### config.mk
export PLATFORM = sky130hd
export DESIGN_NAME = serial_adder_ctrl_flat
export DESIGN_NICKNAME = d
export VERILOG_FILES = /design/src/rtl/serial_adder_ctrl_if.sv /design/src/rtl/serial_adder_ctrl.sv /design/src/flat_wrapper.sv
export SDC_FILE = /design/constraint.sdc
export NUM_CORES = 1
export LEC_CHECK = 0
export CORE_ASPECT_RATIO = 0.9
export CORE_MARGIN = 2
export CORE_UTILIZATION = 25
export DETAILED_ROUTE_END_ITERATION = 16
export PLACE_DENSITY = 0.42
export SLEW_MARGIN = 20
export SYNTH_ARGS = -nofsm -noshare
export SYNTH_HDL_FRONTEND = slang
export SYNTH_SLANG_ARGS = --single-unit
export TNS_END_PERCENT = 50
### constraint.sdc
create_clock -name clk -period 1.73 [get_ports clk]
set_input_delay 0.2595 -clock clk [delete_from_list [all_inputs] [get_ports clk]]
set_output_delay 0.2595 -clock clk [all_outputs]
set_load 0.05 [all_outputs]
### src/rtl/serial_adder_ctrl_if.sv
// Operand/result handshake bundle for the bit-serial adder controller.
interface serial_adder_ctrl_if #(
  parameter int WIDTH = 8
);
  logic             start;
  logic [WIDTH-1:0] a;
  logic [WIDTH-1:0] b;
  logic             cin;
  logic             busy;
  logic             done;
  logic [WIDTH-1:0] sum;
  logic             cout;

  modport master (output start, a, b, cin, input busy, done, sum, cout);
  modport slave  (input start, a, b, cin, output busy, done, sum, cout);
endinterface

### src/rtl/serial_adder_ctrl.sv
// Bit-serial WIDTH-bit adder: one full-adder cell (two half adders) is reused
// once per clock, LSB first, under a start/busy/done handshake.
module half_adder (
  input  logic x,
  input  logic y,
  output logic s,
  output logic c
);
  assign s = x ^ y;
  assign c = x & y;
endmodule

module serial_adder_ctrl #(
  parameter int WIDTH = 8
) (
  input  logic                clk,
  input  logic                rst_n,
  serial_adder_ctrl_if.slave  bus
);
  localparam int CW = $clog2(WIDTH);

  typedef enum logic [1:0] {IDLE, RUN, DONE} state_t;
  state_t state, state_nxt;

  logic [WIDTH-1:0] a_sh, b_sh, sum_q, s_nxt;
  logic [WIDTH-2:0] s_sh;
  logic [CW-1:0]    cnt;
  logic             carry, cout_q;
  logic             ha0_s, ha0_c, ha1_s, ha1_c, nc, last;

  half_adder u_ha0 (.x(a_sh[0]), .y(b_sh[0]), .s(ha0_s), .c(ha0_c));
  half_adder u_ha1 (.x(ha0_s),   .y(carry),   .s(ha1_s), .c(ha1_c));

  assign nc    = ha0_c | ha1_c;
  assign s_nxt = {ha1_s, s_sh};
  assign last  = (cnt == CW'(WIDTH - 1));

  always_ff @(posedge clk) begin
    if (!rst_n) state <= IDLE;
    else        state <= state_nxt;
  end

  always_comb begin
    state_nxt = state;
    case (state)
      IDLE:    if (bus.start) state_nxt = RUN;
      RUN:     if (last)      state_nxt = DONE;
      DONE:    state_nxt = IDLE;
      default: state_nxt = IDLE;
    endcase
  end

  // s_sh holds only the WIDTH-1 bits already produced; the MSB joins on the last edge.
  always_ff @(posedge clk) begin
    if (!rst_n) begin
      a_sh   <= '0;
      b_sh   <= '0;
      s_sh   <= '0;
      carry  <= 1'b0;
      cnt    <= '0;
      sum_q  <= '0;
      cout_q <= 1'b0;
    end else begin
      case (state)
        IDLE: if (bus.start) begin
          a_sh  <= bus.a;
          b_sh  <= bus.b;
          carry <= bus.cin;
          cnt   <= '0;
        end
        RUN: begin
          s_sh  <= s_nxt[WIDTH-1:1];
          a_sh  <= a_sh >> 1;
          b_sh  <= b_sh >> 1;
          carry <= nc;
          cnt   <= cnt + 1'b1;
          if (last) begin
            sum_q  <= s_nxt;
            cout_q <= nc;
          end
        end
        default: ;
      endcase
    end
  end

  assign bus.busy = (state != IDLE);
  assign bus.done = (state == DONE);
  assign bus.sum  = sum_q;
  assign bus.cout = cout_q;
endmodule
### src/flat_wrapper.sv
// flat-port wrapper written by rule: the top's interface ports become plain ports
module serial_adder_ctrl_flat 
#(
  parameter int WIDTH = 8
)
  (clk, rst_n, bus_start, bus_a, bus_b, bus_cin, bus_busy, bus_done, bus_sum, bus_cout);
  serial_adder_ctrl_if #(.WIDTH(WIDTH)) bus_i ();
  input  logic clk;
  input  logic rst_n;
  input wire logic [$bits(bus_i.start)-1:0] bus_start;
  input wire logic [$bits(bus_i.a)-1:0] bus_a;
  input wire logic [$bits(bus_i.b)-1:0] bus_b;
  input wire logic [$bits(bus_i.cin)-1:0] bus_cin;
  output wire logic [$bits(bus_i.busy)-1:0] bus_busy;
  output wire logic [$bits(bus_i.done)-1:0] bus_done;
  output wire logic [$bits(bus_i.sum)-1:0] bus_sum;
  output wire logic [$bits(bus_i.cout)-1:0] bus_cout;
  assign bus_i.start = bus_start;
  assign bus_i.a = bus_a;
  assign bus_i.b = bus_b;
  assign bus_i.cin = bus_cin;
  assign bus_busy = bus_i.busy;
  assign bus_done = bus_i.done;
  assign bus_sum = bus_i.sum;
  assign bus_cout = bus_i.cout;
  serial_adder_ctrl #(.WIDTH(WIDTH)) u_core (.clk(clk), .rst_n(rst_n), .bus(bus_i));
endmodule
==> run metrics <==
Worst path max stage delay 0.44 ns; Post-Synth Simple-Gate Area 0.142; nets 227; final WL around 3600 µm; hold_ws 0.452 ns; clk_skew 0.00581 ns; vias in the first global route between 1,000 and 1,500; register area share after synthesis 0.467; share of cells above drive strength 1 0.185; Initial Util 0.262; period utilization 0.896; portion of netlist area occupied by mux cells 0.0123; clock slew seen by the registers of the worst setup and hold paths 0.07 ns; setup_tns 0 ns; PortBufs 30; area delta synth->final 31.6%; synth unique cells 27; most frequent cells in the layout dfxtp_1 (38), nand2_1 (23), clkdlybuf4s50_1 (19); Synth Area in Adders 0.0276; TritonRoute pass-1 iters 3; Core Rows 27; max-cap violations 0; Syn Area/Cell 9.47 µm²; Layout fillers 664; Die H 80.6 µm; Layout Utilization 0.345; DR iter-0 viols between 40 and 50; cell count after synthesis approximately 170; RSZ-0062 raised after global routing no; cells along the critical path buf_4 > nor2b_1 > buf_12; CTS H-tree depth 2; achievable frequency 0.645 GHz; post-synthesis compound-gate area fraction 0.268; GRT Residual Overflow 0; largest net degree at the start of global routing 39; Critical path origin u_core.state[1]; Clock Latency Late Sink 0.29 ns; setup bufs post-CTS 0; largest family of logic cells by synthesized area compound AO/OA/AOI/OAI gates; count of cells resized by post-cts repair 0; post-route non-filler standard cell count 292; TritonCTS clock tree done; Netlist Area Pre-Place 1630 µm²; CTS root buf clkbuf_8; commonest non-fill, non-tap cell in the layout dfxtp_1; CTS Buffer Depth 2; CTS Sinks 38; Pwr Density 841 nW/µm²; P_leak slightly below 0.8 nW; slew of the pin with the lowest slew margin ~0.39 ns; WL/cell between 10 and 15 µm; hold buffer count at cts 0; initial antenna violation count 0; DR DRC count 0; register bit total from synthesis 38; area of the core 6220 µm²; DR vias/cell 4.40; Worst Path Required 1.47 ns; dpl cells between 200 and 300; peak fanout along the critical path 8; XOR/XNOR share of the synthesized area 0; GRT Total Usage 0.114; Setup Crit Path Kind flop to output pin; Final Hold Viols 0; I/O pins 31; Die Wd 89.1 µm; status finished clean; Syn Nets 195; Final Max Tran Viols 0; CP endpoint kind output pin; Hold Startpoint u_core.a_sh[1]; Inserted Diodes 0; yosys warns 0; slew margin rel. 0.742; Reg-to-Reg Start u_core.state[0]; Num CTS Buffers 5; Slowest-stage cell, CP dfxtp_1; RePlAce Congestion 0.684; via count ~1,300; hold crit path type flop to flop; Worst Path Arrival about 1.3 ns; Worst VDD drop between 0.2 and 0.3 mV; CP startpoint kind flop; minimum clock period between 1.5 and 2 ns; endpoints failing setup 0; Routed Antenna Nets 0; DIE AREA between 7000 and 8000 µm²; DP HPWL roughly 2500 µm; first-pass GRT wire length 6170 µm
worst paths after layout:
path | to | slack [ns] | depth (start not counted)
max | bus_done | 0.18 | 3
min reg2reg | u_core.a_sh[1] | 0.45 | 2
max reg2reg | u_core.a_sh[3] | 0.33 | 4
min | u_core.a_sh[1] | 0.45 | 2
critical path, delay by kind of cell, from the launching register on:
family,cells,cell delay [ns]
DFF,1,0.44
buffers and inverters,2,0.34
and+or+nand+nor,1,0.23
report_power, final:
group,switching (mW),internal (mW),total [mW]
clock network,0.303,0.321,0.624
registers,0.0315,0.916,0.948
logic,0.110,0.122,0.233
routing by layer:
metal | routed length, µm | GRT usage | up-vias
met2 | 1750 | 0.175 | 16
met4 | 23 | 0.0358 | 0
li1 | - | - | 663
met1 | 1690 | 0.143 | 605
met5 | 0 | 0 | -
met3 | 154 | 0.0504 | 2
logic make-up (layout without fill, tap and decap cells):
group	Yosys count	count (layout)
compound gates	53	53
mux	2	2
fa+ha+maj	3	3
flops	38	38
simple gates	46	46
buf+inv	30	63
area by class of cell:
type / instances / area [µm²] / share of cell area
Timing Repair Buffer: 39 / 390 / 0.182
Multi-Input combinational cell: 104 / 733 / 0.342
Tap cell: 87 / 109 / 0.0508
Sequential cell: 38 / 761 / 0.355
Clock buffer: 7 / 86.3 / 0.0403
Inverter: 16 / 60.1 / 0.0280
Clock inverter: 1 / 5.00 / 0.00233
state kept, by name, indices dropped and copies added (netlist names):
register and count:
u_core.a_sh 8, u_core.bus.sum 8, u_core.cnt 3, u_core.state 2, u_core.s_sh 7, u_core.carry 1, u_core.bus.cout 1, u_core.b_sh 8
metrics by stage:
stage | area, µm² | setup WS [ns] | power [mW]
after global routing | 2140 | 0.0383 | 1.93
after floorplan | 1630 | 0.198 | 1.10
after detailed placement | 2050 | 0.0522 | 1.20
after CTS | 2140 | 0.148 | 1.84
final | 2140 | 0.180 | 1.80
after global placement | 2050 | 0.0949 | 1.20
synthesized netlist by cell type:
| cell | instances | share of area |
|---|---|---|
| a21oi_1 | 15 | 0.046 |
| buf_2 | 6 | 0.018 |
| or3b_1 | 1 | 0.0054 |
| nor2b_1 | 5 | 0.019 |
| nand2_1 | 23 | 0.053 |
| nand3b_1 | 1 | 0.0046 |
| nand4bb_1 | 2 | 0.014 |
| fa_1 | 1 | 0.012 |
| and3_1 | 1 | 0.0038 |
| o221ai_2 | 10 | 0.092 |
| nand2b_1 | 1 | 0.0038 |
| clkbuf_1 | 5 | 0.012 |
| o21bai_1 | 1 | 0.0046 |
| inv_1 | 16 | 0.037 |
| dfxtp_1 | 38 | 0.47 |
| o21ai_0 | 2 | 0.0061 |
| buf_4 | 2 | 0.0092 |
| nor2_1 | 1 | 0.0023 |
| a22oi_1 | 2 | 0.0092 |
| nand3_1 | 9 | 0.028 |
| o221ai_1 | 5 | 0.027 |
| or2_2 | 1 | 0.0038 |
| ha_1 | 2 | 0.015 |
| a21boi_0 | 18 | 0.083 |
| nor3b_1 | 1 | 0.0046 |
| mux2i_1 | 2 | 0.012 |
| buf_6 | 1 | 0.0069 |
Power figures use the tool's default switching activity.
